**config.mk**
```make
export PLATFORM = sky130hd
export DESIGN_NAME = dplca_txop_table_flat
export DESIGN_NICKNAME = d
export VERILOG_FILES = /design/src/rtl/dplca_txop_table_if.sv /design/src/rtl/dplca_txop_table.sv /design/src/flat_wrapper.sv
export SDC_FILE = /design/constraint.sdc
export NUM_CORES = 1
export LEC_CHECK = 0
export ABC_AREA = 1
export CAP_MARGIN = 20
export CELL_PAD_IN_SITES_DETAIL_PLACEMENT = 0
export CELL_PAD_IN_SITES_GLOBAL_PLACEMENT = 1
export CORE_ASPECT_RATIO = 2
export CORE_MARGIN = 4
export CORE_UTILIZATION = 41
export CTS_CLUSTER_DIAMETER = 150
export DETAILED_ROUTE_END_ITERATION = 16
export PLACE_DENSITY_LB_ADDON = 0.1
export SLEW_MARGIN = 5
export SYNTH_ARGS = -nofsm -noshare
export SYNTH_HDL_FRONTEND = slang
export SYNTH_SLANG_ARGS = --single-unit
```
**constraint.sdc**
```tcl
create_clock -name clk -period 3.8 [get_ports clk]
set_input_delay 0.95 -clock clk [delete_from_list [all_inputs] [get_ports clk]]
set_output_delay 0.95 -clock clk [all_outputs]
set_load 0.005 [all_outputs]
```
**src/rtl/dplca_txop_table_if.sv**
```systemverilog
// Bus between the D-PLCA state diagram and the TXOP claim-table tracker.
// DPLCA_TABLE_STATS_EN adds claim_count and claim_reject.
interface dplca_txop_table_if #(
    parameter int unsigned MAX_NODES = 256,
    parameter int unsigned AGE_CNT_W = 16
);
    logic                         dplca_aging;
    logic                         beacon_det;
    logic                         to_claim;
    logic [7:0]                   cur_id;
    logic [7:0]                   plca_node_count;
    logic [AGE_CNT_W-1:0]         aging_cycles;
    logic [MAX_NODES-1:0]         txop_claim_table;
    logic                         dplca_txop_table_upd;
    logic                         dplca_new_age;
    logic [7:0]                   dplca_txop_id;
    logic [7:0]                   dplca_txop_node_count;
`ifdef DPLCA_TABLE_STATS_EN
    logic [$clog2(MAX_NODES+1)-1:0] claim_count;
    logic                           claim_reject;

    modport master (
        output dplca_aging, beacon_det, to_claim, cur_id, plca_node_count, aging_cycles,
        input  txop_claim_table, dplca_txop_table_upd, dplca_new_age, dplca_txop_id,
        input  dplca_txop_node_count, claim_count, claim_reject
    );
    modport slave (
        input  dplca_aging, beacon_det, to_claim, cur_id, plca_node_count, aging_cycles,
        output txop_claim_table, dplca_txop_table_upd, dplca_new_age, dplca_txop_id,
        output dplca_txop_node_count, claim_count, claim_reject
    );
`else
    modport master (
        output dplca_aging, beacon_det, to_claim, cur_id, plca_node_count, aging_cycles,
        input  txop_claim_table, dplca_txop_table_upd, dplca_new_age, dplca_txop_id,
        input  dplca_txop_node_count
    );
    modport slave (
        input  dplca_aging, beacon_det, to_claim, cur_id, plca_node_count, aging_cycles,
        output txop_claim_table, dplca_txop_table_upd, dplca_new_age, dplca_txop_id,
        output dplca_txop_node_count
    );
`endif
endinterface

```
**src/rtl/dplca_txop_table.sv**
```systemverilog
// D-PLCA TXOP claim-table tracker: ages per-TO claims over epochs of PLCA cycles.
// Optional DPLCA_TABLE_STATS_EN adds claim_count (popcount) and sticky claim_reject.
module dplca_txop_table #(
    parameter int unsigned MAX_NODES = 256,
    parameter int unsigned AGE_CNT_W = 16
) (
    input logic               clk,
    input logic               plca_reset,
    dplca_txop_table_if.slave bus
);
    localparam logic [1:0] StIdle       = 2'd0;
    localparam logic [1:0] StWaitBeacon = 2'd1;
    localparam logic [1:0] StRun        = 2'd2;

    logic [1:0]           state_q, state_d;
    logic [MAX_NODES-1:0] work_q, work_d;
    logic [MAX_NODES-1:0] table_q, table_d;
    logic [AGE_CNT_W-1:0] age_cnt_q, age_cnt_d;
    logic                 upd_q, upd_d;
    logic                 new_age_q, new_age_d;
    logic [7:0]           txop_id_q, txop_id_d;
    logic [7:0]           node_count_q, node_count_d;

    logic                 claim_ok;
    logic [MAX_NODES-1:0] claim_mask;
    logic [AGE_CNT_W-1:0] age_thr;
    logic [AGE_CNT_W:0]   age_inc;
    logic                 publish;

    always_comb begin
        claim_ok = bus.to_claim && (bus.cur_id < bus.plca_node_count) &&
                   (32'(bus.cur_id) < MAX_NODES);
        claim_mask = '0;
        if (claim_ok) begin
            claim_mask[bus.cur_id] = 1'b1;
        end
        age_thr = (bus.aging_cycles == '0) ? AGE_CNT_W'(1) : bus.aging_cycles;
        // Extra bit so the compare is exact even when age_cnt is saturated.
        age_inc = {1'b0, age_cnt_q} + (AGE_CNT_W+1)'(1);
        publish = age_inc >= {1'b0, age_thr};
    end

    always_comb begin
        state_d      = state_q;
        work_d       = work_q;
        table_d      = table_q;
        age_cnt_d    = age_cnt_q;
        upd_d        = 1'b0;
        new_age_d    = new_age_q;
        txop_id_d    = txop_id_q;
        node_count_d = node_count_q;

        case (state_q)
            StIdle: begin
                state_d = StWaitBeacon;
            end
            StWaitBeacon: begin
                if (bus.beacon_det) begin
                    state_d   = StRun;
                    age_cnt_d = '0;
                end
            end
            StRun: begin
                work_d  = work_q | claim_mask;
                table_d = table_q | claim_mask;
                if (claim_ok) begin
                    txop_id_d = bus.cur_id;
                end
                if (bus.beacon_det) begin
                    upd_d        = 1'b1;
                    node_count_d = bus.plca_node_count;
                    if (publish) begin
                        // A claim on the boundary belongs to the epoch that is ending.
                        table_d   = work_q | claim_mask;
                        work_d    = '0;
                        age_cnt_d = '0;
                        new_age_d = 1'b1;
                    end else begin
                        age_cnt_d = (&age_cnt_q) ? age_cnt_q : age_inc[AGE_CNT_W-1:0];
                        new_age_d = 1'b0;
                    end
                end
            end
            default: begin
                state_d = StIdle;
            end
        endcase

        if (!bus.dplca_aging || state_q == StIdle) begin
            if (!bus.dplca_aging) begin
                state_d = StIdle;
            end
            work_d       = '0;
            table_d      = '0;
            age_cnt_d    = '0;
            upd_d        = 1'b0;
            new_age_d    = 1'b0;
            txop_id_d    = '0;
            node_count_d = '0;
        end
    end

    always_ff @(posedge clk) begin
        if (plca_reset) begin
            state_q      <= StIdle;
            work_q       <= '0;
            table_q      <= '0;
            age_cnt_q    <= '0;
            upd_q        <= 1'b0;
            new_age_q    <= 1'b0;
            txop_id_q    <= '0;
            node_count_q <= '0;
        end else begin
            state_q      <= state_d;
            work_q       <= work_d;
            table_q      <= table_d;
            age_cnt_q    <= age_cnt_d;
            upd_q        <= upd_d;
            new_age_q    <= new_age_d;
            txop_id_q    <= txop_id_d;
            node_count_q <= node_count_d;
        end
    end

    assign bus.txop_claim_table      = table_q;
    assign bus.dplca_txop_table_upd  = upd_q;
    assign bus.dplca_new_age         = new_age_q;
    assign bus.dplca_txop_id         = txop_id_q;
    assign bus.dplca_txop_node_count = node_count_q;

`ifdef DPLCA_TABLE_STATS_EN
    localparam int unsigned CntW = $clog2(MAX_NODES+1);

    logic [CntW-1:0] pop;
    logic [CntW-1:0] claim_count_q;
    logic            claim_reject_q, claim_reject_d;

    always_comb begin
        pop = '0;
        for (int i = 0; i < MAX_NODES; i++) begin
            pop = pop + CntW'(table_q[i]);
        end
        claim_reject_d = claim_reject_q;
        if (state_q == StRun && bus.to_claim && !claim_ok) begin
            claim_reject_d = 1'b1;
        end
        if (!bus.dplca_aging || state_q == StIdle) begin
            claim_reject_d = 1'b0;
        end
    end

    always_ff @(posedge clk) begin
        if (plca_reset) begin
            claim_count_q  <= '0;
            claim_reject_q <= 1'b0;
        end else begin
            claim_count_q  <= pop;
            claim_reject_q <= claim_reject_d;
        end
    end

    assign bus.claim_count  = claim_count_q;
    assign bus.claim_reject = claim_reject_q;
`endif
endmodule

```
**src/flat_wrapper.sv**
```systemverilog
// flat-port wrapper written by rule: the top's interface ports become plain ports
module dplca_txop_table_flat 
#(
    parameter int unsigned MAX_NODES = 256,
    parameter int unsigned AGE_CNT_W = 16
)
  (clk, plca_reset, bus_dplca_aging, bus_beacon_det, bus_to_claim, bus_cur_id, bus_plca_node_count, bus_aging_cycles, bus_txop_claim_table, bus_dplca_txop_table_upd, bus_dplca_new_age, bus_dplca_txop_id, bus_dplca_txop_node_count);
  dplca_txop_table_if #(.MAX_NODES(MAX_NODES), .AGE_CNT_W(AGE_CNT_W)) bus_i ();
  input logic clk;
  input logic plca_reset;
  input wire logic [$bits(bus_i.dplca_aging)-1:0] bus_dplca_aging;
  input wire logic [$bits(bus_i.beacon_det)-1:0] bus_beacon_det;
  input wire logic [$bits(bus_i.to_claim)-1:0] bus_to_claim;
  input wire logic [$bits(bus_i.cur_id)-1:0] bus_cur_id;
  input wire logic [$bits(bus_i.plca_node_count)-1:0] bus_plca_node_count;
  input wire logic [$bits(bus_i.aging_cycles)-1:0] bus_aging_cycles;
  output wire logic [$bits(bus_i.txop_claim_table)-1:0] bus_txop_claim_table;
  output wire logic [$bits(bus_i.dplca_txop_table_upd)-1:0] bus_dplca_txop_table_upd;
  output wire logic [$bits(bus_i.dplca_new_age)-1:0] bus_dplca_new_age;
  output wire logic [$bits(bus_i.dplca_txop_id)-1:0] bus_dplca_txop_id;
  output wire logic [$bits(bus_i.dplca_txop_node_count)-1:0] bus_dplca_txop_node_count;
  assign bus_i.dplca_aging = bus_dplca_aging;
  assign bus_i.beacon_det = bus_beacon_det;
  assign bus_i.to_claim = bus_to_claim;
  assign bus_i.cur_id = bus_cur_id;
  assign bus_i.plca_node_count = bus_plca_node_count;
  assign bus_i.aging_cycles = bus_aging_cycles;
  assign bus_txop_claim_table = bus_i.txop_claim_table;
  assign bus_dplca_txop_table_upd = bus_i.dplca_txop_table_upd;
  assign bus_dplca_new_age = bus_i.dplca_new_age;
  assign bus_dplca_txop_id = bus_i.dplca_txop_id;
  assign bus_dplca_txop_node_count = bus_i.dplca_txop_node_count;
  dplca_txop_table #(.MAX_NODES(MAX_NODES), .AGE_CNT_W(AGE_CNT_W)) u_core (.clk(clk), .plca_reset(plca_reset), .bus(bus_i));
endmodule
```
* After elaboration in Yosys (flattened, before gate mapping) *
Cells that the tools add are included.

word-level totals
  flip-flop bits (word level) = 548
  output and inout port bits = 274
  logic and storage cells = 53

operators by class
  add/sub/neg operators = 1
  order comparisons = 4
  equal/unequal tests = 5
  muxes and demuxes = 19
  bitwise gates (word level) = 3
  reduce and logical (&&, ||, !) cells = 13

operators by type and width
  operator                                                                       number
  256-bit 2-to-1 mux                                                             5
  256-bit OR                                                                     2
  16-bit 2-to-1 mux                                                              5
  16-bit case mux with 2 select lines                                            1
  16-bit by 1-bit adder with 17-bit output (second input constant)               1
  17-bit by 16-bit >= comparator with 1-bit output                               1
  16-bit logical NOT                                                             1
  16-bit AND reduction                                                           1
  8-bit by 9-bit less-than comparator with 1-bit output (second input constant)  1
  1-bit demux with 8-bit select                                                  1
  8-bit by 1-bit >= comparator with 1-bit output (second input constant)         1
  8-bit less-than comparator                                                     1
  2-bit 2-to-1 mux                                                               3
  2-bit case mux with 3 select lines                                             1
  2-bit inequality test (second input constant)                                  2
  2-bit AND reduction                                                            2
  4-bit AND reduction                                                            1
  1-bit 2-to-1 mux                                                               3
  3-bit by 2-bit inequality test with 1-bit output (second input constant)       1
  3-bit OR reduction                                                             1
  2-bit by 1-bit == test with 1-bit output (second input constant)               1
  2-bit == test (second input constant)                                          1
  1-bit logical AND                                                              2
  2-bit logical NOT                                                              1
  5 further kinds                                                                5

* Longest topological paths before layout *
Gate-level depths: netlist of run 1.

  word-level depth = 8
  gate-level depth with buffers = 21

* Least setup slack after synthesis of run 1 *
No wires, ideal clock.

  path kind = register to register
  from = register u_core.age_cnt_q[0]
  to = register u_core.table_q[32], in the netlist u_core.bus.txop_claim_table[32]
  data arrival time = 2982 ps
  slack = 685 ps
  cell stages (with the launch flop) = 21
  buffers on the path = 3
  clock period less this slack = 3115 ps
  cells stage by stage = dfxtp_1 > ha_1 > inv_1 > nor3_1 > nand3_1 > nor3_1 > xnor2_1 > inv_1 > ha_1 > a21o_1 > a21oi_1 > nand2_1 > nor2_1 > nand3_2 > buf_6 > nand2_4 > buf_6 > buf_6 > nand3_1 > nand3_1 > a21oi_1

on the way
  word-level cells in the longest chain between the ends = 4

ends and longest elaborated chain
  item                                              line                     source
  from (decl)                                       dplca_txop_table.sv:18   logic [AGE_CNT_W-1:0] age_cnt_q, age_cnt_d;
  from (signal assigned)                            dplca_txop_table.sv:117  age_cnt_q <= age_cnt_d;
  16-bit by 1-bit adder with 17-bit output          dplca_txop_table.sv:39   age_inc = {1'b0, age_cnt_q} + (AGE_CNT_W+1)'(1);
  17-bit by 16-bit >= comparator with 1-bit output  dplca_txop_table.sv:40   publish = age_inc >= {1'b0, age_thr};
  256-bit 2-to-1 mux                                dplca_txop_table.sv:72   if (publish) begin
  256-bit 2-to-1 mux                                dplca_txop_table.sv:69   if (bus.beacon_det) begin
  to (signal assigned)                              dplca_txop_table.sv:116  table_q <= table_d;
  to (decl)                                         dplca_txop_table.sv:17   logic [MAX_NODES-1:0] table_q, table_d;

Every way passes these cells.
A chain may end at the register's enable or synchronous reset.

* Worst setup path after layout of run 1 *
  from = register u_core.age_cnt_q[1]
  to = register u_core.table_q[172], in the netlist u_core.bus.txop_claim_table[172]

Same word-level chain as after synthesis.

==> results of run 1 <==
[cells by family (layout without fill, tap and decap cells)]
family,count (synthesis),in the layout,synth area share (%)
AO/OA/AOI/OAI,543,543,11.0
AND/OR/NAND/NOR,1991,1991,33.7
buffers and inverters,901,1117,13.9
flip-flops,548,548,39.8
adder cells (fa/ha/maj),28,28,1.27
XOR/XNOR,13,13,0.413
other,0,1,0
[critical path: cells and delay by family, from the launching register on]
family	cells	cell delay (ns)
AO/OA/AOI/OAI	3	0.37
XOR/XNOR	1	0.13
adder cells (fa/ha/maj)	2	0.54
buffers and inverters	5	0.66
flip-flops	1	0.35
AND/OR/NAND/NOR	9	1.23
[registers in the layout, summed over array words and instances, names as in the netlist]
register / cells
u_core.bus.txop_claim_table: 256
u_core.work_q: 256
u_core.age_cnt_q: 16
u_core.bus.dplca_txop_id: 8
u_core.bus.dplca_txop_node_count: 8
u_core.state_q: 2
u_core.bus.dplca_new_age: 1
u_core.bus.dplca_txop_table_upd: 1
[synthesized netlist by cell type (all sizes together), types with 9 or more instances]
cell type | number | share of area, %
a21oi | 285 | 5.3
a31oi | 202 | 4.6
buf | 124 | 3.3
clkbuf | 219 | 3.0
dfxtp | 548 | 40
ha | 28 | 1.3
inv | 558 | 7.6
nand2 | 478 | 6.7
nand3 | 461 | 8.4
nand4 | 411 | 9.3
nor2 | 614 | 8.7
nor3 | 21 | 0.42
o21ai | 51 | 0.93
xor2 | 9 | 0.29
[worst min-delay path by stage]
| stage | endpoint | depth (start not counted) | startpoint | slack, ns |
|---|---|---|---|---|
| floorplan | u_core.work_q[255] | 2 | u_core.work_q[255] | 0.43 |
| global placement | u_core.work_q[255] | 2 | u_core.work_q[255] | 0.44 |
| detailed placement | u_core.work_q[255] | 2 | u_core.work_q[255] | 0.45 |
| CTS | u_core.work_q[255] | 2 | u_core.work_q[255] | 0.46 |
| global route | u_core.work_q[8] | 2 | u_core.work_q[8] | 0.48 |
| finish | u_core.work_q[255] | 2 | u_core.work_q[255] | 0.46 |
[layout make-up]
type                    instances  area [um^2]
flip-flops and latches        548        11000
multi-input cells            2575        12900
clock inverters                13          169
well taps                     884         1110
repair buffers                470         4920
fillers                      6887        33000
inverters                     558         2110
clock buffers                  76         1560
diodes                          1         2.50
[routing by layer]
layer	wire [um]	vias to the layer above
li1	-	13803
met1	42800	13401
met2	49300	1012
met3	6510	191
met4	4250	0
met5	0	-
[stage by stage]
step	area (um^2)	setup TNS, ns	worst slack, ns
finish	33700	0	0.349
global route	33700	-0.00379	-0.00379
CTS	33600	0	0.164
detailed placement	31900	-142.67	-0.384
global placement	31900	-142.97	-0.379
floorplan	27600	0	0.685
[power by group through the flow]
stage	registers, uW	logic, uW	clock network (uW)
2_1_floorplan	5870	398	0
3_3_place_gp	5870	755	0
3_5_place_dp	5870	753	0
4_1_cts	5740	753	5610
5_1_grt	5740	797	5790
6_report	5740	759	5480
[timing repair]
item	in CTS	in global routing
endpoints found under the setup margin	0	361
buffers inserted	0	4
gates resized for setup	0	3
==> impl_metrics.ini, run 1 <==
[detailed_routing]
drtPass1Iterations = 6
drtAntennaViolNets = 0
drc = 0
drt_iter0_drc = 2041
wl_um = 103000
vias = 28407
viasPerCell = 5.54
wl_per_cell_um = 20.1

[floorplan]
die_w_um = 191
design.die.area_um2 = 71700
core_um2 = 66700
start_util_pct = 41.3
die_h_um = 375
rows = 134
io_pins = 311

[yosys]
syn_area_um2 = 27600
syn_nets = 4089
ys_seq_area_share_pct = 39.8
netlist_instances = 4024
synth_flop_cell = dfxtp_1
synth.distinct_cells = 34
ys_ff_latch = 548
syn_avg_cell_area_um2 = 6.85
synth_edf_count = 0
yosysWarnings = 0
async_reset_ff_share_pct = 0

[final_layout]
nets = 4269
final_util_pct = 50.5
layout-drive-gt1-share_pct = 7.10
area_delta_synth_final_pct = 22.2
final_cell_mix = nor2_1, inv_1, dfxtp_1, nand2_1, nand3_1
final_common_cell = nor2_1
instances_no_fill = 5125

[sta]
drv_slew = 0
hold_viol = 0
tightest_slew_ns = 1.17
period_needed_ns = 3.45
setup_violations = 0
hold_ws_ns = 0.457
relSlewSlack_pct = 22.2
finClkSkew_ns = 0.0186
min_period_over_period_pct = 90.8
fmax_mhz = 290

[global_route]
grt_max_degree = 201
grt_pass1_wl_um = 159000
grtUsageMet2_pct = 46.1
met1_usage_pct = 35.7
grt_busiest_layer = met2
grt_pass1_vias = 27081
use_met3_pct = 4.17
grt_usage_pct = 27.6
grt_overflow = 0
antenna_found_initial = 1

[power_and_ir_drop]
pwr-share-seq_pct = 47.9
power_density_nw_per_um2 = 355
irDropWorstVdd_v = 0.000370
p_leak_uw = 0.0114
clockPowerShare_pct = 45.7
sw_frac_of_total_pct = 24.7
switchingPower_uw = 2960
internal_power_uw = 9020
p_comb_share_pct = 6.3
total_power_uw = 12000

[place]
port_buffers = 310
dp_hpwl_um = 63900
gp_congestion = 0.811
placed_cells = 5031

[worst_hold_path]
hp-class = reg -> reg

[setup_path]
startpoint_type = flip-flop
rrSetupSlack_ns = 0.35
critPathLaunch = u_core.age_cnt_q[1]
critPathArrivalTime_ns = 3.91
crit_slowest_cell = dfxtp_1
r2r-end = u_core.bus.txop_claim_table[172]
cpPeakStageDelay_ns = 0.35
r2r_start = u_core.age_cnt_q[1]
critPathCapture = u_core.bus.txop_claim_table[172]
crit_type = reg -> reg
end_kind = flip-flop
crit_fanout = 28
path_common_cell = nand3_1
path_cells = ha_1, inv_1, nor3_1, buf_4, nand3_1, nor3_2, xnor2_1, inv_1, ha_1, a21o_1, a21oi_1, nand2_1, nor2_2, nand3_4, nand2_8, buf_12, buf_12, nand3_1, nand3_1, a21oi_1
rr_worst_depth = 20
required_ns = 4.25

[status]
status = complete, no violations

[cts]
root_buffer = clkbuf_16
cts_buffers = 51
clock_path_buffers = 3
cts_tree = built
clock-sinks = 548
clock_latency_ns = 0.60
clkTransAtPathRegs_ns = 0.07
htreeDepth = 2
cts.hold.buffers_added = 0

[run]
maxCapViolations = 0
No activity file was read; power rests on OpenSTA's default activity.
==> run 2: changes to the inputs <==
--- a/config.mk
+++ b/config.mk
@@ -6,7 +6,6 @@
 export NUM_CORES = 1
 export LEC_CHECK = 0
 export ABC_AREA = 1
-export CAP_MARGIN = 20
 export CELL_PAD_IN_SITES_DETAIL_PLACEMENT = 0
 export CELL_PAD_IN_SITES_GLOBAL_PLACEMENT = 1
 export CORE_ASPECT_RATIO = 2
==> results of run 2 <==
No change in the layout: final DEF, timing and power equal those of run 1.
==> patch: new RTL, settings of run 1 <==
`AGE_CNT_W` is set to 16 in 3 places; all go to 24.
--- a/src/rtl/dplca_txop_table_if.sv
+++ b/src/rtl/dplca_txop_table_if.sv
@@ -4,3 +4,3 @@
     parameter int unsigned MAX_NODES = 256,
-    parameter int unsigned AGE_CNT_W = 16
+    parameter int unsigned AGE_CNT_W = 24
 );
--- a/src/rtl/dplca_txop_table.sv
+++ b/src/rtl/dplca_txop_table.sv
@@ -4,3 +4,3 @@
     parameter int unsigned MAX_NODES = 256,
-    parameter int unsigned AGE_CNT_W = 16
+    parameter int unsigned AGE_CNT_W = 24
 ) (
--- a/src/flat_wrapper.sv
+++ b/src/flat_wrapper.sv
@@ -4,3 +4,3 @@
     parameter int unsigned MAX_NODES = 256,
-    parameter int unsigned AGE_CNT_W = 16
+    parameter int unsigned AGE_CNT_W = 24
 )
Interface: changed (resized bus_aging_cycles); port bits go from 311 to 319. No check against the original RTL was run, so the function may have changed too.
==> patch against run 1 <==
Design area rose by 12%; non-clock buffer count increased by 22; area after synthesis increased by 12%; setup slack lost 0.059 ns; sequential cell count is 8 higher; power is 4.9% higher; critical path depth grew 1; routed wire length up 8.4%.
==> patch: results (changes against run 1) <==
{| class="wikitable"
! Metric !! Value
|-
| Status || complete, no violations
|-
| Antenna diode count || 0 (-1)
|-
| M1 WL || 46000 um (+7.5%)
|-
| Global-route wire length before repair || 173000 um (+9.1%)
|-
| Largest clock skew in the final design || 0.0310 ns (+0.0124 ns)
|-
| Cell count after synthesis || 4996 (+24%)
|-
| Routed Wire Length || 111000 um (+8.4%)
|-
| Fraction of layout instances using a drive strength above 1 || 6.01% (-1.1 points)
|-
| Commonest cells post-synth || 1083 x sky130_fd_sc_hd__nand2_1, 1035 x sky130_fd_sc_hd__inv_1, 894 x sky130_fd_sc_hd__nand3_1, 556 x sky130_fd_sc_hd__dfxtp_1, 537 x sky130_fd_sc_hd__a21oi_1
|-
| Routability cong. || 0.819 (+1.0%)
|-
| Crit-path max FO || 26 (-7.1%)
|-
| Register cell area after layout || 0.0111 mm2 (+1.5%)
|-
| Setup slack at placement || -0.112 ns (+0.272 ns)
|-
| Area used by multi-input combinational logic || 0.0144 mm2 (+12%)
|-
| Min-delay src || u_core.work_q[229]
|-
| Post-place instance area || 0.0356 mm2 (+12%)
|-
| DR pass1 iterations || 5 (-1)
|-
| Number of nets in the layout || 5282 (+24%)
|-
| Non-filler cells, final || 6252 (+22%)
|-
| GR Layer Usage met2 || 47.0% (+0.86 points)
|-
| Number of combinational gates with multiple inputs || 3058 (+19%)
|-
| Relative contribution of sequential cells to total power || 46.4% (-1.5 points)
|-
| Max-slew headroom || 37.0% (+15 points)
|-
| Wire length on met3 || 6400 um (-1.8%)
|-
| Half-perimeter wire length of the detailed placement result || 69000 um (+8.1%)
|-
| Non-clock buffer count in the final layout || 492 (+4.7%)
|-
| Number of cell instances on the worst register-to-register path || 21 (+5.0%)
|-
| Clk tree area frac || 4.97% (-0.16 points)
|}
-- patch: cell count changes after synthesis, moves of 29 or more --
| cell | before | now |
|---|---|---|
| sky130_fd_sc_hd__o21ai_0 | 51 | 85 |
| sky130_fd_sc_hd__a21oi_1 | 275 | 537 |
| sky130_fd_sc_hd__nand3b_1 | 0 | 29 |
| sky130_fd_sc_hd__a31oi_1 | 202 | 4 |
| sky130_fd_sc_hd__nor2_1 | 594 | 260 |
| sky130_fd_sc_hd__nand3_1 | 459 | 894 |
| sky130_fd_sc_hd__nand4_1 | 411 | 51 |
| sky130_fd_sc_hd__clkbuf_1 | 219 | 185 |
| sky130_fd_sc_hd__nand2_1 | 464 | 1083 |
| sky130_fd_sc_hd__buf_2 | 27 | 113 |
| sky130_fd_sc_hd__buf_6 | 50 | 19 |
| sky130_fd_sc_hd__inv_1 | 556 | 1035 |
